==> config.mk <==
export PLATFORM = sky130hd
export DESIGN_NAME = imem_load_fetch_ctrl
export DESIGN_NICKNAME = d
export VERILOG_FILES = /design/src/rtl/imem_pkg.sv /design/src/rtl/imem_ram.sv /design/src/rtl/imem_load_fetch_ctrl.sv
export SDC_FILE = /design/constraint.sdc
export NUM_CORES = 2
export LEC_CHECK = 0
export CORE_ASPECT_RATIO = 1.75
export CORE_MARGIN = 10
export CORE_UTILIZATION = 33
export CTS_BUF_LIST = sky130_fd_sc_hd__clkbuf_16
export CTS_CLUSTER_SIZE = 25
export DETAILED_ROUTE_END_ITERATION = 16
export HOLD_SLACK_MARGIN = 0.02
export RECOVER_POWER = 100
export SYNTH_ARGS = -nofsm -noshare
export SYNTH_HDL_FRONTEND = slang
export SYNTH_SLANG_ARGS = --single-unit
==> constraint.sdc <==
create_clock -name clk -period 5.13 [get_ports clk]
set_input_delay 1.026 -clock clk [delete_from_list [all_inputs] [get_ports clk]]
set_output_delay 1.026 -clock clk [all_outputs]
set_load 0.02 [all_outputs]
==> src/rtl/imem_pkg.sv <==
// imem_pkg: shared state encoding, NOP word and default geometry for the instruction memory block
package imem_pkg;
  typedef enum logic [1:0] {CLEAR, LOAD, RUN} state_t;
  localparam logic [31:0] NOP = 32'h0000_0000;
  localparam int DEF_DEPTH = 64;
  localparam int DEF_ADDR_W = 6;
  localparam int DEF_LOAD_BASE = 1;
endpackage

==> src/rtl/imem_ram.sv <==
// imem_ram: single-port synchronous RAM, 1-cycle read, write-enable; rdata holds when not read
module imem_ram #(
  parameter int DEPTH = 64,
  parameter int ADDR_W = 6
) (
  input  logic              clk,
  input  logic              en,
  input  logic              we,
  input  logic [ADDR_W-1:0] addr,
  input  logic [31:0]       wdata,
  output logic [31:0]       rdata
);
  logic [31:0] mem [DEPTH];
  always_ff @(posedge clk)
    if (en) begin
      if (we) mem[addr] <= wdata;
      else rdata <= mem[addr];
    end
endmodule

==> src/rtl/imem_load_fetch_ctrl.sv <==
// imem_load_fetch_ctrl: clears the instruction RAM, loads a program image word-serially,
// then hands the RAM to the CPU fetch path; the CPU is stalled until then.
module imem_load_fetch_ctrl
  import imem_pkg::*;
#(
  parameter int DEPTH = DEF_DEPTH,
  parameter int ADDR_W = DEF_ADDR_W,
  parameter int LOAD_BASE = DEF_LOAD_BASE
) (
  input  logic              clk,
  input  logic              reset,
  input  logic              ld_valid,
  output logic              ld_ready,
  input  logic [31:0]       ld_data,
  input  logic              ld_last,
  input  logic              reload,
  input  logic              fetch_req,
  input  logic [31:0]       pc,
  output logic [31:0]       instr,
  output logic              instr_valid,
  output logic              cpu_stall,
  output logic [ADDR_W:0]   load_count,
  output logic              load_ovf,
  output logic              err_misalign,
  output logic              err_range
);
  state_t state, state_n;
  logic [ADDR_W-1:0] clr_cnt, ld_addr, fetch_idx, ram_addr;
  logic [31:0] ram_wdata, ram_rdata, instr_hold;
  logic hs, fetch, reload_go, misalign, out_range, at_top, ram_en, ram_we, bad_q;
  assign ld_ready = state == LOAD;
  assign cpu_stall = state != RUN;
  assign hs = ld_valid & ld_ready;
  assign fetch = fetch_req & ~cpu_stall;
  assign reload_go = reload & ~cpu_stall;
  assign misalign = pc[1:0] != 2'b00;
  assign out_range = pc[31:2] >= 30'(DEPTH);
  assign fetch_idx = pc[ADDR_W+1:2];
  assign ld_addr = ADDR_W'(LOAD_BASE) + load_count[ADDR_W-1:0];
  assign at_top = ld_addr == ADDR_W'(DEPTH - 1);
  // bad fetches never touch the RAM, so the NOP substitution happens here
  assign instr = instr_valid ? (bad_q ? NOP : ram_rdata) : instr_hold;
  always_comb begin
    state_n = state;
    ram_en = 1'b0;
    ram_we = 1'b0;
    ram_addr = clr_cnt;
    ram_wdata = NOP;
    case (state)
      CLEAR: begin
        ram_en = 1'b1;
        ram_we = 1'b1;
        if (clr_cnt == ADDR_W'(DEPTH - 1)) state_n = LOAD;
      end
      LOAD: begin
        ram_en = hs;
        ram_we = 1'b1;
        ram_addr = ld_addr;
        ram_wdata = ld_data;
        if (hs & (ld_last | at_top)) state_n = RUN;
      end
      default: begin
        ram_en = fetch & ~misalign & ~out_range;
        ram_addr = fetch_idx;
        if (reload) state_n = CLEAR;
      end
    endcase
  end
  always_ff @(posedge clk or posedge reset)
    if (reset) begin
      state <= CLEAR;
      clr_cnt <= '0;
      load_count <= '0;
      load_ovf <= 1'b0;
      err_misalign <= 1'b0;
      err_range <= 1'b0;
      instr_valid <= 1'b0;
      bad_q <= 1'b0;
      instr_hold <= NOP;
    end else begin
      state <= state_n;
      clr_cnt <= state == CLEAR ? clr_cnt + 1'b1 : '0;
      load_count <= reload_go ? '0 : hs ? load_count + 1'b1 : load_count;
      load_ovf <= ~reload_go & (load_ovf | (hs & ~ld_last & at_top));
      err_misalign <= ~reload_go & (err_misalign | (fetch & misalign));
      err_range <= ~reload_go & (err_range | (fetch & out_range));
      instr_valid <= fetch;
      bad_q <= fetch & (misalign | out_range);
      if (instr_valid) instr_hold <= instr;
    end
  imem_ram #(.DEPTH(DEPTH), .ADDR_W(ADDR_W)) u_ram (
    .clk(clk),
    .en(ram_en),
    .we(ram_we),
    .addr(ram_addr),
    .wdata(ram_wdata),
    .rdata(ram_rdata)
  );
endmodule

# After elaboration in Yosys (flattened, before gate mapping)
# Memory sizes are Yosys's and may differ from the RTL's. A register that Yosys moved wholly into a read port is not among the register bits.
# Cells that the tools add are included.
# Widths: inputs -> output; s select.
# op_classes
bitwise	25
muxes	16
n_reduce_logical	7
add_sub_neg	3
order_cmp	1
n_eq_ne	6
# ops
op	count
$mux 32	3
$ge 30x7->1 const B	1
$and 1x1->1	14
$mux 7	2
$eq 6x6->1 const B	2
$pmux 6 s2	1
$add 7x1->7 const B	1
$add 1x6->6 const A	1
$add 6x1->6 const B	1
$mux 2	3
$mux 6	1
$not 1->1	6
$or 1x1->1	5
$mux 1	4
$ne 2x2->1 const B	2
$pmux 2 s2	1
$reduce_bool 2->1	2
$reduce_and 3->1	1
$reduce_bool 3->1	1
$eq 2x1->1 const B	1
$logic_not 2->1	1
$ne 2x1->1 const B	1
$pmux 1 s2	1
$reduce_and 2->1	1
$reduce_or 2->1	1
# word_totals
memories	1
reg_bits	52
inputBits	70
elab_cells	68
ram_bits	2048
output_inout_bits	45
# memory_table
name	depth	word_bits	read_ports	rd_ports_with_merged_regs	wr	line	text
u_ram.mem	64	32	1	1	1	imem_ram.sv:13	logic [31:0] mem [DEPTH];

# Logic depth before layout (Yosys ltp)
# depth
word_depth	8
depth_mapped	13
ltp_nobuf	9

# By module
# From an unflattened synthesis, not the netlist that was laid out.
# unflattened
hier_cells	4771
hier_area_um2	81288.0
# by_module_without_submodules
module	cells_each	area_each_um2	instances
imem_ram	4436	78496.5	1
imem_load_fetch_ctrl	335	2791.4	1

# Least setup slack after synthesis
# No wires, ideal clock.
# synth_path
path_type	register to register
from	register load_count[0]
to	memory u_ram.mem[0][0], enable pin
setup_slack_ns	0.983
t_arrival_ns	3.726
setup_time_ns	0.421
path_stages_with_launch	11
period_less_slack_ns	4.147
t_required_ns	4.709
path_cell_list	dfrtp_1 -> inv_1 -> ha_1 -> and2b_1 -> o31a_1 -> buf_2 -> buf_2 -> buf_2 -> nor2_1 -> nand2_1 -> nor2_1
# synth_via
elab_chain_cells	2
# synth_lines
item	line	text
from (decl)	imem_load_fetch_ctrl.sv:22	output logic [ADDR_W:0] load_count,
from (signal assigned)	imem_load_fetch_ctrl.sv:83	load_count <= reload_go ? '0 : hs ? load_count + 1'b1 : load_count;
$add 1x6->6	imem_load_fetch_ctrl.sv:39	assign ld_addr = ADDR_W'(LOAD_BASE) + load_count[ADDR_W-1:0];
$pmux 6 s2	imem_load_fetch_ctrl.sv:49	case (state)
to (decl)	imem_ram.sv:13	
# Every way passes these cells.

# Worst setup path in the final report
# layout_path
from	register state[1]
to	memory u_ram.mem[2][19] (data pin)
# layout_via
elab_chain_cells	2
# layout_lines
item	line	text
from (decl)	imem_load_fetch_ctrl.sv:27	state_t state, state_n;
from (signal assigned)	imem_load_fetch_ctrl.sv:81	state <= state_n;
$eq 2x1->1	imem_load_fetch_ctrl.sv:49	
$mux 32	imem_load_fetch_ctrl.sv:49	
via ram_wdata[19]	imem_load_fetch_ctrl.sv:29	logic [31:0] ram_wdata, ram_rdata, instr_hold;
# The timed path passes the listed nets, and every way through them passes these cells.

==> flow_summary_export.csv <==
group,metric,value,unit
synth,netlist.top_cell.by_area,"edfxtp_1",
timing,rsz0062_at_grt,"no",
synth,ys_top_cells_by_area,"edfxtp_1 (74%), nand2_1 (5.0%), nand3_1 (3.0%), mux2i_1 (2.9%), a22oi_1 (2.7%)",
clock_tree,clkLatencyLatePin,0.84,ns
clock_tree,numCtsBuffers,177,
clock_tree,path_clk_slew,0.07,ns
layout,nFillCells,23600,
timing,timing.fmax,216,MHz
worst_hold_path,hold_class,"reg -> reg",
synth,yosysWarnings,0,
clock_tree,clk_path_buf_depth,4,
worst_setup_path,critPathLaunchType,"flop",
worst_setup_path,crit_arrival,5.26,ns
power,leakage,32.4,nW
drt,drtIter0Drc,5483,
timing,finalCritPeriodShare,90.5,%
timing,slew_viol_final,1853,
clock_tree,root_buffer,"clkbuf_16",
floorplan,start_util,33.1,%
drt,vias,51000,
synth,yosys_register_bits,2132,
clock_tree,post_cts_buffers,0,
timing,setup_viol_count_final,0,
floorplan,rows,245,
worst_setup_path,cpMostUsedCell,"buf_4",
worst_setup_path,path_buf_inv,4,
timing,tns,0,ns
drt,post_drt_wl_per_cell,27.7,um
status,status,"complete, but fails checks",
grt,grt_pass1_vias,50200,
timing,relSlewSlack,-121,%
layout,final_util,37.6,%
worst_setup_path,end_kind,"flop",
worst_setup_path,cp_max_fo,37,
synth,ys_types,75,
floorplan,die_y,689,um
timing,worstMarginPinSlew,3.32,ns
clock_tree,tritoncts,"yes",
drt,drt_wl_total,258,mm
synth,synth-seq-area-share,75.6,%
place,dp_hpwl,153,mm
worst_hold_path,hold_path_depth,2,
synth,netlist_instances,5642,
grt,antenna_found_initial,4,
grt,grt_pass1_wl,365,mm
drt,highest_layer,"met4",
layout,syn_to_final_growth,13.5,%
place,place_congestion,0.861,
worst_setup_path,crit_chain,"buf_4 > nand2b_1 > inv_1 > clkbuf_1 > and2_0 > buf_4",
timing,min_period,4.64,ns
status,violations,"max-capacitance violations, max-slew violations",
drt,route.met3.wl,16.3,mm
clock_tree,cts.sinks,2132,
layout,regArea,63800,sq um
layout,nNetsFinal,5891,
worst_setup_path,slowest_stage,"and2_0",
worst_setup_path,critical_path_class,"reg -> reg",
floorplan,core_area,254000,sq um
floorplan,die_x,402,um
floorplan,ios,115,
grt,track_usage,17.9,%
worst_setup_path,slowest_delay,2.28,ns
worst_setup_path,required,5.75,ns
worst_setup_path,path_depth,6,
timing,fin_skew,0.0388,ns
drt,wl_met2,135,mm
place,io_buffers,114,
synth,synth_edf_count,2080,
power,ir_drop,0.521,mV
grt,grt.overflow.total,0,
grt,grt_max_degree,85,
power,p_per_area,575,nW/um^2
synth,syn_area,84300,sq um
job,maxCapViolCount,41,
worst_setup_path,path_delay_family,"simple AND/OR/NAND/NOR gates",
floorplan,die-area,277000,sq um
synth,async_reset_ff_share,2.44,%
drt,met1_length,92.1,mm
drt,route.detailed.drc,0,
clock_tree,post_cts_resized,0,
worst_setup_path,reg2reg_depth,6,
synth,synth-main-ff-cell,"edfxtp_1",
clock_tree,h-tree-depth,4,
drt,via_per_inst,5.49,
layout,drive_gt1_share,10.4,%
drt,ant_nets,0,
drt,first_pass_iters,5,
synth,synth_top_area_share,74.1,%
synth,syn_nets,5715,
layout,multi_input_area,18600,sq um
timing,hold_viol,0,
synth,syn_avg_cell_area,14.9,sq um
clock_tree,hold_buffers,0,
timing,whs,0.477,ns
cells in the final DEF (no fill, tap or decap), drive strengths merged, types with 12 or more instances in the layout:
cell type	synthesis	final
edfxtp	2080	2080
nand2	1129	1129
nand3	512	512
a22oi	301	301
a21oi	261	261
clkbuf	111	259
mux2i	246	246
buf	261	176
nor2	97	97
a31oi	80	80
o21ai	79	79
inv	39	78
a32oi	72	72
clkdlybuf4s50	0	71
clkinv	0	66
mux4	65	65
and2	55	55
dfrtp	52	52
dlygate4sd3	0	43
nand4	31	31
a221oi	25	25
mux2	16	16
bufinv	0	14
and3	12	12
cells in the mapped netlist, types with 5 or more instances:
cell / count
a221oi_1: 23
and3_1: 12
nor4_1: 7
and2_1: 55
a21oi_1: 259
o21ai_0: 77
mux2_2: 16
a2bb2oi_1: 10
buf_4: 58
nand4_1: 31
nand3_1: 511
a31oi_1: 80
mux4_2: 65
edfxtp_1: 2080
buf_6: 25
dfrtp_1: 52
a32oi_1: 72
mux2i_1: 246
or3_1: 5
o22a_1: 11
nor2_1: 95
clkbuf_1: 111
and4_1: 10
buf_1: 31
buf_2: 141
nand2_1: 1127
inv_1: 39
a22oi_1: 300
a311oi_1: 5
per-stage QoR:
step / instance area (sq um) / std cells / power, mW / setup WS, ns
after floorplan: 84300 / 5642 / 34.3 / 0.983
after global placement: 91100 / 8973 / 42.1 / 0.568
after detailed placement: 91100 / 8973 / 42.3 / 0.620
after CTS: 96600 / 9280 / 55.4 / 0.721
after global routing: 95600 / 9281 / 57.1 / 0.318
final: 95700 / 9289 / 55.0 / 0.490
layer usage:
layer / up-vias / global-route usage, %
met4: 0 / 8.75
met2: 2365 / 33.0
met3: 596 / 2.11
met1: 26200 / 20.3
met5: - / 0
li1: 21800 / -
final cells by class:
| class | instances | share of cell area (%) |
|---|---|---|
| Clock inverter | 127 | 0.991 |
| Clock buffer | 180 | 4.71 |
| Tap cell | 3334 | 4.36 |
| Inverter | 39 | 0.153 |
| Sequential cell | 2132 | 66.6 |
| Antenna cell | 9 | 0.0235 |
| Timing Repair Buffer | 369 | 3.64 |
| Multi-Input combinational cell | 3099 | 19.5 |
sequential cells by signal (all words and copies together) (netlist names):
register and cells:
clr_cnt 6, load_ovf 1, err_range 1, u_ram.rdata 32
err_misalign 1, u_ram.mem 2048, instr_valid 1, bad_q 1
state 2, load_count 7, instr_hold 32
logic make-up (layout without fill, tap and decap cells):
family | count (synthesis) | in the layout | synth area share (%)
adder cells (fa/ha/maj) | 3 | 3 | 0.0445
multiplexers | 327 | 327 | 4.87
AO/OA/AOI/OAI | 882 | 882 | 7.05
XOR/XNOR | 6 | 6 | 0.0623
buffers and inverters | 411 | 715 | 2.62
flip-flops | 2132 | 2132 | 75.6
other | 0 | 9 | 0
AND/OR/NAND/NOR | 1881 | 1881 | 9.71
worst min-delay path, stage by stage, from the launching register on:
cell	delay [ns]
edfxtp_1	0.33
nand2_1	0.05
o21ai_0	0.06
worst paths after layout:
kind                            startpoint          endpoint  slack (ns)
max                               state[1]  u_ram.mem[2][19]        0.49
min                        u_ram.rdata[17]    instr_hold[17]        0.48
max reg2reg                       state[1]  u_ram.mem[2][19]        0.49
min reg2reg                u_ram.rdata[17]    instr_hold[17]        0.48
max in group asynchronous            reset       instr_valid        1.87
min in group asynchronous            reset     instr_hold[3]        0.70
power by group:
group	total, mW	internal (mW)	leakage, nW	switching (mW)
logic	20.6	6.29	9.40	14.3
registers	21.2	20.9	20.2	0.309
clock network	13.2	7.07	2.79	6.16
total	55.0	34.3	32.4	20.8
No activity file was read; power rests on OpenSTA's default activity.
